## src/rtl/enigma_pkg.sv

```systemverilog
// Shared constants for the Enigma nibble code path: word widths and the
// 16-entry code table used by both the encoder and the decoder.
package enigma_pkg;

    localparam int unsigned CODE_W = 10;
    localparam int unsigned NIB_W  = 4;
    localparam int unsigned N_CODES = 16;

    localparam logic [CODE_W-1:0] CODE_TABLE [N_CODES] = '{
        10'h164, 10'h1BA, 10'h05D, 10'h0CF,
        10'h0BB, 10'h1CD, 10'h237, 10'h3A2,
        10'h29D, 10'h097, 10'h355, 10'h378,
        10'h31B, 10'h2C9, 10'h199, 10'h1F6
    };

endpackage

```

## src/rtl/enigma_code_lookup.sv

```systemverilog
// Combinational reverse lookup: maps a 10-bit code word to its table index.
// hit is low for any of the 1008 values not in the table.
module enigma_code_lookup
    import enigma_pkg::*;
(
    input  logic [CODE_W-1:0] code,
    output logic [NIB_W-1:0]  idx,
    output logic              hit
);

    always_comb begin
        idx = '0;
        hit = 1'b0;
        for (int unsigned i = 0; i < N_CODES; i++) begin
            if (code == CODE_TABLE[i]) begin
                idx = i[NIB_W-1:0];
                hit = 1'b1;
            end
        end
    end

endmodule

```

## src/rtl/enigma_decoder.sv

```systemverilog
// Enigma receive path: validates code words, removes the stepping rotor
// offset and presents the nibble through a valid/ready output register.
module enigma_decoder
    import enigma_pkg::*;
#(
    parameter logic [NIB_W-1:0] ROTOR_INIT = 4'd0,
    parameter logic [NIB_W-1:0] ROTOR_STEP = 4'd1,
    parameter int unsigned      ERR_CNT_W  = 8
) (
    input  logic                 clk,
    input  logic                 rst,
    input  logic [CODE_W-1:0]    code,
    input  logic                 code_valid,
    output logic                 code_ready,
    input  logic                 rotor_load,
    input  logic [NIB_W-1:0]     rotor_val,
    output logic [NIB_W-1:0]     nib,
    output logic                 nib_err,
    output logic                 nib_valid,
    input  logic                 nib_ready,
    output logic [NIB_W-1:0]     rotor,
    output logic [ERR_CNT_W-1:0] err_count
);

    logic [NIB_W-1:0] idx;
    logic             hit;
    logic             accept;

    enigma_code_lookup u_lookup (
        .code (code),
        .idx  (idx),
        .hit  (hit)
    );

    assign code_ready = !nib_valid || nib_ready;
    assign accept     = code_valid && code_ready;

    always_ff @(posedge clk or posedge rst) begin
        if (rst) begin
            nib       <= '0;
            nib_err   <= 1'b0;
            nib_valid <= 1'b0;
            rotor     <= ROTOR_INIT;
            err_count <= '0;
        end else begin
            if (accept) begin
                nib_valid <= 1'b1;
                if (hit) begin
                    nib     <= idx - rotor;
                    nib_err <= 1'b0;
                end else begin
                    nib     <= '0;
                    nib_err <= 1'b1;
                    if (err_count != '1)
                        err_count <= err_count + 1'b1;
                end
            end else if (nib_valid && nib_ready) begin
                nib_valid <= 1'b0;
            end

            // Decode above already used the pre-load rotor; a load overrides stepping.
            if (rotor_load)
                rotor <= rotor_val;
            else if (accept && hit)
                rotor <= rotor + ROTOR_STEP;
        end
    end

endmodule
```

## config.mk

```make
export PLATFORM = sky130hd
export DESIGN_NAME = enigma_decoder
export DESIGN_NICKNAME = d
export VERILOG_FILES = /design/src/rtl/enigma_pkg.sv /design/src/rtl/enigma_code_lookup.sv /design/src/rtl/enigma_decoder.sv
export SDC_FILE = /design/constraint.sdc
export NUM_CORES = 1
export LEC_CHECK = 0
export ABC_AREA = 1
export BUFFER_PORTS_ARGS = -buffer_cell sky130_fd_sc_hd__buf_4
export CAP_MARGIN = 15
export CORE_MARGIN = 1.5
export CORE_UTILIZATION = 45
export DETAILED_ROUTE_END_ITERATION = 12
export PLACE_DENSITY = 0.7
export SLEW_MARGIN = 20
export SYNTH_ARGS = -nofsm -noshare
export SYNTH_HDL_FRONTEND = slang
export SYNTH_HIERARCHICAL = 1
export SYNTH_SLANG_ARGS = --single-unit
```

## constraint.sdc

```tcl
create_clock -name clk -period 1.9 [get_ports clk]
set_clock_uncertainty 0.1 [all_clocks]
set_input_delay 0.38 -clock clk [delete_from_list [all_inputs] [get_ports clk]]
set_output_delay 0.38 -clock clk [all_outputs]
set_load 0.02 [all_outputs]
```

==> impl_metrics.env, run 1 <==
export IMPL_worstMarginPinSlew_ns=0.2642
export IMPL_synth_edf_count=0
export IMPL_layout_drive_gt1_share=0.4204
export IMPL_end_kind="flip-flop"
export IMPL_finalSetupViolCount=0
export IMPL_endpoint="nib[3]$_DFFE_PP0P_"
export IMPL_worstSetupStartpointType="primary input"
export IMPL_critPathMaxFanout=6
export IMPL_yosysMostFrequentCell="nand2_1"
export IMPL_dieArea_mm2=0.003739
export IMPL_htreeDepth=1
export IMPL_synth_fp_nets=264
export IMPL_required_ns=1.99
export IMPL_fill_cells=261
export IMPL_synth_seq_cells=18
export IMPL_grt_pass1_wl_um=6251
export IMPL_syn_inst=239
export IMPL_synth_area_leaders="dfrtp_1 30%, nand2_1 20%, inv_1 8.1%, nand3_1 7.6%, nor2_1 7.2%"
export IMPL_initial_core_util=0.4864
export IMPL_cts_tree="done"
export IMPL_post_drt_wl_per_cell_um=12.46
export IMPL_drt_wl_total_um=4460
export IMPL_dp_hpwl_um=3209
export IMPL_r2r_end="nib[1]$_DFFE_PP0P_"
export IMPL_yosys_top_cells_count="83 x nand2_1, 33 x inv_1, 29 x nor2_1"
export IMPL_gr_total_overflow=0
export IMPL_antenna_found_initial=0
export IMPL_via_per_inst=5.106
export IMPL_grt_pass1_vias=1440
export IMPL_outcome="completed"
export IMPL_synth_warnings=6
export IMPL_avgSynthCellArea_um2=6.366
export IMPL_synth_largest_area_cell="dfrtp_1"
export IMPL_grt_start_max_net_pins=18
export IMPL_async_flop_share=1.000
export IMPL_grt_setup_unrepaired="yes"
export IMPL_r2r_start="rotor[0]$_DFFE_PP0P_"
export IMPL_startpoint="code[7]"
export IMPL_cts_max_path_buffers=2
export IMPL_yosysSeqAreaShare=0.2961
export IMPL_clockRootBuffer="clkbuf_4"
export IMPL_drt_iter0_markers=129
export IMPL_core_mm2=0.003128
export IMPL_antenna_cells=0
export IMPL_r2r_slack_ns=0.35
export IMPL_drv_cap=0
export IMPL_r2r_cells=5
export IMPL_finalMaxSlewViolations=0
export IMPL_io_pins=38
export IMPL_hp_class="in2reg"
export IMPL_gp_congestion=0.8776
export IMPL_p_leak_nw=1.238
export IMPL_die_w_um=61.15
export IMPL_ant_nets=0
export IMPL_hold_violations=0
export IMPL_path_clk_slew_ns=0.10
export IMPL_finalNetCount=340
export IMPL_clock_latency_ns=0.30
export IMPL_syn_cell_area_mm2=0.001521
export IMPL_fin_crit_ns=1.898
export IMPL_ir_worst_vdd_uv=411.3
export IMPL_num_vias=1828
export IMPL_dr_pass1_iters=4
export IMPL_cts_sinks=18
export IMPL_numPortBuffers=37
export IMPL_areaGrowthSynthToFinish_pct=52.22
export IMPL_synth_cell_type_count=25
export IMPL_max_slew_margin=0.8238
export IMPL_cts_buffers=3
export IMPL_finalCritPeriodShare=0.9992
export IMPL_hold_slack_ns=0.1957
export IMPL_synth_top_area_share=0.2961
export IMPL_die_h_um=61.15
export IMPL_seqCellArea_um2=450.4
export IMPL_setup_tns_ns=0
export IMPL_drc=0
export IMPL_rows=20
export IMPL_post_route_util=0.7404
export IMPL_cp_arrival_ns=1.99
export IMPL_ys_flop_type="dfrtp_1"
export IMPL_critical_path_class="in2reg"
export IMPL_max_clock_freq_mhz=526.7
export IMPL_p_per_area_mw_per_mm2=563.7
export IMPL_multi_input_area_mm2=0.001097
export IMPL_grt_total_usage=0.2191
layout make-up:
type                       count  area share
clock buffer                   4     0.01567
timing repair buffer          71      0.2361
inverter                      34     0.05619
tap                           44     0.02377
multi-input combinational    187      0.4738
sequential                    18      0.1945
worst min path at each step:
stage | startpoint | endpoint | slack (ns) | cells past startpoint
global placement | rst | rotor[0]$_DFFE_PP0P_ | 0.13 | 2
CTS | rotor_val[2] | rotor[2]$_DFFE_PP0P_ | 0.19 | 3
finish | rotor_val[2] | rotor[2]$_DFFE_PP0P_ | 0.20 | 3
detailed placement | rst | rotor[0]$_DFFE_PP0P_ | 0.14 | 2
global route | rotor_val[2] | rotor[2]$_DFFE_PP0P_ | 0.20 | 3
floorplan | rst | err_count[0]$_DFFE_PP0P_ | 0.22 | 1
sequential cells by signal (all words and copies together) (netlist names):
name	count
err_count	8
nib	4
rotor	4
nib_err	1
nib_valid	1
critical path, stage by stage:
cell and delay [ns]:
buf_4 0.14, nand2_2 0.11, nor2_4 0.05, buf_4 0.13
nand3_1 0.08, and2_4 0.15, nand3_2 0.08, or2_4 0.25
ha_4 0.25, a21oi_2 0.14, nand3_1 0.09, nand3_1 0.08
nand2_1 0.05
logic make-up after synthesis:
| kind of cell | after synthesis | share of synthesized area |
|---|---|---|
| xor gates and xnor gates | 5 | 0.02879 |
| buffers and inverters | 34 | 0.08388 |
| and+or+nand+nor | 168 | 0.5058 |
| adders and majority gates | 6 | 0.05428 |
| DFF | 18 | 0.2961 |
| AOI/OAI and AO/OA | 8 | 0.03125 |
routing by layer:
| metal | wire length, um | global-route usage | vias up |
|---|---|---|---|
| li1 | - | - | 913 |
| met1 | 1920 | 0.3312 | 848 |
| met2 | 2143 | 0.3343 | 63 |
| met3 | 377 | 0.05042 | 4 |
| met4 | 18 | 0.01242 | 0 |
| met5 | 0 | 0 | - |
cells in the final DEF, fill, tap and decap left out, types with 2 or more instances in the layout:
cell,n
ha_1,3
nand3b_1,2
nor2_4,6
nor2_2,9
dfrtp_1,18
nor2_1,17
o21ai_1,2
nand3_1,18
buf_4,67
nand3_2,5
nand2_4,2
nand4_1,13
nand2_2,15
xor2_1,3
inv_1,27
a21oi_2,2
o21ai_0,3
nand2_1,73
inv_2,6
clkbuf_4,3
buf_6,3
nor3_2,4
timing repair:
| action | CTS | global route |
|---|---|---|
| gates resized for setup | 3 | 43 |
| cloned | 0 | 0 |
| endpoints found under the setup margin | 2 | 16 |
| hold endpoints to repair | 1 | 0 |
| setup buffers | 0 | 5 |
| hold buffers | 1 | 0 |
| pin swaps | 1 | 12 |
power by group:
part	internal, W	total (W)	switching, W
Sequential	0.000438	0.000515	0.0000768
Clock	0.000117	0.000237	0.000120
Combinational	0.000243	0.000554	0.000310
stage by stage:
step                cells  total power, W  instance area (um2)  setup WS, ns
floorplan             239       0.0008096                 1550      -0.02043
global placement      348        0.001024                 2093       -0.3583
detailed placement    348        0.001033                 2093       -0.3970
CTS                   353        0.001276                 2147      -0.02558
global route          358        0.001398                 2316       -0.1187
finish                358        0.001306                 2316      0.001543
(Power assumes the default switching activity.)
==> run 2: changes to the inputs <==
--- a/config.mk
+++ b/config.mk
@@ -8,6 +8,7 @@
 export ABC_AREA = 1
 export BUFFER_PORTS_ARGS = -buffer_cell sky130_fd_sc_hd__buf_4
 export CAP_MARGIN = 15
+export CORE_ASPECT_RATIO = 1.75
 export CORE_MARGIN = 1.5
 export CORE_UTILIZATION = 45
 export DETAILED_ROUTE_END_ITERATION = 12
==> run 2 against run 1 <==
Compared with the run above:
- the flow now finishes with violations (setup timing)
- clock power grew 29%
- utilization increased by 3.5 points
- global-route usage up 3.6 points
- via count down 0.27%
- sequential share of layout area down 1.2 points
- highest routed layer unchanged
==> impl_metrics.env, run 2 (same netlist as run 1, synthesis figures left out) <==
export IMPL_outcome="complete, but fails checks"
export IMPL_violations="setup timing"
export IMPL_required_ns=1.98
export IMPL_grt_total_usage=0.2549
export IMPL_clockRootBuffer="clkbuf_8"
export IMPL_cts_max_path_buffers=2
export IMPL_hold_slack_ns=0.03882
export IMPL_cts_tree="done"
export IMPL_finalSetupViolCount=2
export IMPL_worstMarginPinSlew_ns=0.2516
export IMPL_dr_pass1_iters=4
export IMPL_grt_setup_unrepaired="yes"
export IMPL_hp_class="in2async"
export IMPL_highest_layer="met4"
export IMPL_core_mm2=0.003176
export IMPL_drt_iter0_markers=44
export IMPL_initial_core_util=0.4791
export IMPL_critical_path_class="in2reg"
export IMPL_cts_buffers=3
export IMPL_grt_pass1_wl_um=6913
export IMPL_gp_congestion=0.9469
export IMPL_htreeDepth=1
export IMPL_dieArea_mm2=0.003753
export IMPL_num_vias=1823
export IMPL_drt_wl_total_um=4579
export IMPL_fill_cells=273
export IMPL_multi_input_area_mm2=0.001206
export IMPL_finalNetCount=336
export IMPL_finalMaxSlewViolations=0
export IMPL_max_clock_freq_mhz=519.4
export IMPL_fin_ws_ns=-0.02534
export IMPL_final_common_cell="nand2_1"
export IMPL_instances_no_fill=353
export IMPL_dp_hpwl_um=3526
export IMPL_p_per_area_mw_per_mm2=571.2
export IMPL_die_w_um=46.96
export IMPL_rows=27
export IMPL_areaGrowthSynthToFinish_pct=61.92
export IMPL_regMostFlops="err_count"
export IMPL_top_regs="err_count x8, nib x4, rotor x4"
export IMPL_clock_latency_ns=0.25
export IMPL_worstSetupStartpointType="primary input"
export IMPL_largest_reg_flops=8
export IMPL_pre_cts_ws_ns=-0.4158
export IMPL_via_per_inst=5.164
export IMPL_drv_cap=0
export IMPL_layout_drive_gt1_share=0.4613
export IMPL_grt_start_max_net_pins=19
export IMPL_place_inst=343
export IMPL_gr_total_overflow=0
export IMPL_ant_nets=0
export IMPL_antenna_found_initial=0
export IMPL_antenna_cells=0
export IMPL_max_slew_margin=0.8323
export IMPL_met2_length_um=2750
export IMPL_critPathMaxFanout=3
export IMPL_ir_worst_vdd_uv=391.8
export IMPL_cts_sinks=18
export IMPL_wl_met3_um=104
export IMPL_drc=0
export IMPL_end_kind="flip-flop"
export IMPL_grt_pass1_vias=1732
export IMPL_p_leak_nw=1.292
export IMPL_path_clk_slew_ns=0.07
export IMPL_io_pins=38
export IMPL_cp_arrival_ns=2.01
export IMPL_seqCellArea_um2=450.4
export IMPL_wl_met1_um=1475
export IMPL_hold_violations=0
export IMPL_fin_crit_ns=1.925
export IMPL_die_h_um=79.92
export IMPL_post_drt_wl_per_cell_um=12.97
export IMPL_numPortBuffers=37
export IMPL_finalCritPeriodShare=1.013
export IMPL_final_cell_mix="70 x nand2_1, 57 x buf_4, 24 x inv_1"
export IMPL_cts_hold_buf=0
-- run 2: cell count changes in the layout (fill, tap and decap cells not counted), sizes merged --
cell / change
dlygate4sd3: -1
buf: -3
-- run 2: what timing repair did --
item                       CTS  global route
resized for setup           23            66
buffers inserted             2             5
setup endpoints to repair    8            14
pin swaps                    8            26
-- run 2: worst paths after layout --
| path | start | endpoint | slack, ns | cells past startpoint |
|---|---|---|---|---|
| max | code[1] | nib[2]$_DFFE_PP0P_ | -0.03 | 14 |
| min | rst | err_count[0]$_DFFE_PP0P_ | 0.04 | 3 |
| max reg2reg | rotor[0]$_DFFE_PP0P_ | nib[2]$_DFFE_PP0P_ | 0.38 | 5 |
| min reg2reg | nib_err$_DFFE_PP0P_ | nib_err$_DFFE_PP0P_ | 0.38 | 2 |
| max in group asynchronous | rst | err_count[5]$_DFFE_PP0P_ | 1.47 | 3 |
| min in group clk | rotor_val[1] | rotor[1]$_DFFE_PP0P_ | 0.24 | 3 |
-- run 2: layout make-up --
cell class,instances,share of cell area
clock buffers,4,0.02235
inverters,34,0.05891
multi-input cells,187,0.4896
flip-flops and latches,18,0.1828
well taps,43,0.02184
repair buffers,67,0.2245
-- run 2: worst max-delay path, stage by stage --
cell     delay [ns]
buf_6          0.11
buf_6          0.12
nand2_4        0.06
nor2_2         0.04
nand3_2        0.07
nand3_2        0.10
nor3_2         0.13
nand4_1        0.12
inv_1          0.08
ha_2           0.17
inv_2          0.04
fa_2           0.35
xnor2_2        0.14
o21ai_1        0.11
-- run 2: per-stage QoR --
| step | utilization | cell area (um2) | power, W | setup TNS, ns |
|---|---|---|---|---|
| 2_1_floorplan | - | 1550 | 0.0008096 | -0.02220 |
| 3_3_place_gp | 0.6493 | 2062 | 0.001028 | -4.060 |
| 3_5_place_dp | 0.6493 | 2062 | 0.001032 | -4.377 |
| 4_1_cts | 0.6931 | 2201 | 0.001357 | -0.02258 |
| 5_1_grt | 0.7758 | 2464 | 0.001500 | -0.3609 |
| 6_report | 0.7758 | 2464 | 0.001407 | -0.03542 |
-- run 2: power by group --
part	internal, W	switching (W)	leakage [nW]	total (W)
combinational	0.000259	0.000329	1.03	0.000588
clock	0.000184	0.000122	0.0288	0.000306
sequential	0.000439	0.0000739	0.233	0.000513
-- run 2: metal layers --
layer  global-route usage  vias up
met4               0.1750        0
met5                    0        -
met1               0.1896      848
li1                     -      904
met3              0.02715       23
met2               0.5151       48
==> run 3: changes to the inputs <==
--- a/config.mk
+++ b/config.mk
@@ -12,8 +12,7 @@
 export CORE_MARGIN = 1.5
 export CORE_UTILIZATION = 45
 export DETAILED_ROUTE_END_ITERATION = 12
-export PLACE_DENSITY = 0.7
-export SLEW_MARGIN = 20
+export PLACE_DENSITY = 0.73
 export SYNTH_ARGS = -nofsm -noshare
 export SYNTH_HDL_FRONTEND = slang
 export SYNTH_HIERARCHICAL = 1
==> constraint.sdc (replaced) <==
create_clock -name clk -period 1.69 [get_ports clk]
set_clock_uncertainty 0.1 [all_clocks]
set_input_delay 0.338 -clock clk [delete_from_list [all_inputs] [get_ports clk]]
set_output_delay 0.338 -clock clk [all_outputs]
set_load 0.02 [all_outputs]
==> run 3 against run 2 <==
Compared with the run above:
- die area did not move
- cell count up 0.28%
- largest power group unchanged
- register-to-register slack worse by 0.12 ns
- largest cell class unchanged
- critical endpoint is now nib[1]$_DFFE_PP0P_
- power grew 14%
- clock power up 17%
- clock-buffer cell count is the same
- the run still ends with setup timing left
- sequential power increased by 12%
==> impl_metrics.env, run 3 (same netlist as run 1, synthesis figures left out) <==
export IMPL_cts_buffers=3
export IMPL_numPortBuffers=37
export IMPL_drt_wl_total_um=4787
export IMPL_die_h_um=79.92
export IMPL_worstSetupStartpointType="primary input"
export IMPL_whs_endpoint="rotor[1]$_DFFE_PP0P_"
export IMPL_core_mm2=0.003176
export IMPL_r2r_start="err_count[1]$_DFFE_PP0P_"
export IMPL_clockRootBuffer="clkbuf_8"
export IMPL_grt_setup_unrepaired="yes"
export IMPL_final_cell_mix="73 x nand2_1, 59 x buf_4, 23 x inv_1"
export IMPL_cts_max_path_buffers=2
export IMPL_finalSetupViolCount=15
export IMPL_areaGrowthSynthToFinish_pct=60.28
export IMPL_path_clk_slew_ns=0.07
export IMPL_p_per_area_mw_per_mm2=657.0
export IMPL_final_common_cell="nand2_1"
export IMPL_num_vias=1829
export IMPL_finalMaxSlewViolations=0
export IMPL_cts_sinks=18
export IMPL_setup_tns_ns=-1.927
export IMPL_holdCritStartpoint="rotor_val[1]"
export IMPL_rows=27
export IMPL_antenna_found_initial=0
export IMPL_io_pins=38
export IMPL_via_per_inst=5.167
export IMPL_end_kind="flip-flop"
export IMPL_fill_cells=269
export IMPL_initial_core_util=0.4791
export IMPL_dp_hpwl_um=3707
export IMPL_ant_nets=0
export IMPL_grt_pass1_vias=1845
export IMPL_htreeDepth=1
export IMPL_seqCellArea_um2=450.4
export IMPL_grt_total_usage=0.2814
export IMPL_drc=0
export IMPL_drv_cap=0
export IMPL_critPathMaxFanout=5
export IMPL_p_leak_nw=1.268
export IMPL_finalCritPeriodShare=1.124
export IMPL_hold_slack_ns=0.1914
export IMPL_post_route_util=0.7679
export IMPL_cts_tree="done"
export IMPL_max_slew_margin=0.8267
export IMPL_r2r_cells=7
export IMPL_hold_violations=0
export IMPL_r2r_slack_ns=0.26
export IMPL_antenna_cells=0
export IMPL_multi_input_area_mm2=0.001176
export IMPL_worstMarginPinSlew_ns=0.2580
export IMPL_violations="setup timing"
export IMPL_outcome="complete, but fails checks"
export IMPL_hp_class="in2reg"
export IMPL_fin_ws_ns=-0.2087
export IMPL_layout_drive_gt1_share=0.4309
export IMPL_grt_start_max_net_pins=19
export IMPL_finalNetCount=337
export IMPL_r2r_end="err_count[2]$_DFFE_PP0P_"
export IMPL_ir_worst_vdd_uv=409.7
export IMPL_largest_reg_flops=8
export IMPL_dr_pass1_iters=4
export IMPL_gr_total_overflow=0
export IMPL_grt_pass1_wl_um=7645
export IMPL_critical_path_class="in2reg"
export IMPL_top_regs="err_count x8, nib x4, rotor x4"
export IMPL_regMostFlops="err_count"
export IMPL_gp_congestion=0.8686
export IMPL_drt_iter0_markers=40
export IMPL_post_drt_wl_per_cell_um=13.52
export IMPL_max_clock_freq_mhz=526.7
export IMPL_die_w_um=46.96
export IMPL_cp_arrival_ns=1.96
export IMPL_dieArea_mm2=0.003753
export IMPL_worstHoldPathCells=3
export IMPL_fin_crit_ns=1.899
export IMPL_clock_latency_ns=0.26
export IMPL_required_ns=1.75
-- run 3: worst max path at each step --
stage,startpoint,endpoint,slack (ns)
after floorplan,code[6],nib[1]$_DFFE_PP0P_,-0.12
final,code[7],nib[1]$_DFFE_PP0P_,-0.21
after detailed placement,code[9],nib[3]$_DFFE_PP0P_,-0.51
after CTS,code[1],nib[1]$_DFFE_PP0P_,-0.20
after global placement,code[4],rotor[1]$_DFFE_PP0P_,-0.51
after global routing,code[3],nib[2]$_DFFE_PP0P_,-0.30
-- run 3: area by class of cell --
type,instances,share of cell area
clock buffers,4,0.02258
well taps,43,0.02206
multi-input cells,187,0.4823
inverters,34,0.06260
flip-flops and latches,18,0.1847
repair buffers,68,0.2258
-- run 3: metrics by stage --
| stage | cell area [um2] | setup WS [ns] | total power, W | instances |
|---|---|---|---|---|
| 3_5_place_dp | 2147 | -0.5134 | 0.001198 | 341 |
| 4_1_cts | 2359 | -0.1988 | 0.001580 | 352 |
| 5_1_grt | 2439 | -0.3001 | 0.001694 | 354 |
| 2_1_floorplan | 1650 | -0.1204 | 0.0009281 | 239 |
| 3_3_place_gp | 2147 | -0.5060 | 0.001183 | 341 |
| 6_report | 2439 | -0.2087 | 0.001602 | 354 |
-- run 3: report_power, final --
group	total, W	switching [W]	internal, W
clock	0.000358	0.000151	0.000208
sequential	0.000573	0.0000796	0.000493
combinational	0.000671	0.000381	0.000290
total	0.00160	0.000611	0.000991
-- run 3: metal layers --
layer / part of all wire / GRT usage / up-vias
li1: - / - / 908
met1: 0.32 / 0.2416 / 838
met2: 0.59 / 0.5493 / 62
met3: 0.025 / 0.01810 / 21
met4: 0.066 / 0.1833 / 0
met5: 0 / 0 / -
-- run 3: worst max-delay path, stage by stage --
cell     delay [ns]
buf_4          0.14
inv_1          0.05
nor2_1         0.12
nand2_1        0.07
nor3_1         0.25
nor3_2         0.08
nand4_1        0.08
inv_1          0.05
ha_2           0.17
inv_2          0.06
fa_2           0.42
nand2_1        0.07
nand2_1        0.05
-- run 3: what timing repair did --
| action | in CTS | in global routing |
|---|---|---|
| pin swaps | 17 | 13 |
| setup buffers | 6 | 2 |
| hold buffers | 1 | 0 |
| resized for setup | 30 | 14 |
| setup endpoints to repair | 16 | 16 |
| endpoints found under the hold margin | 8 | 0 |
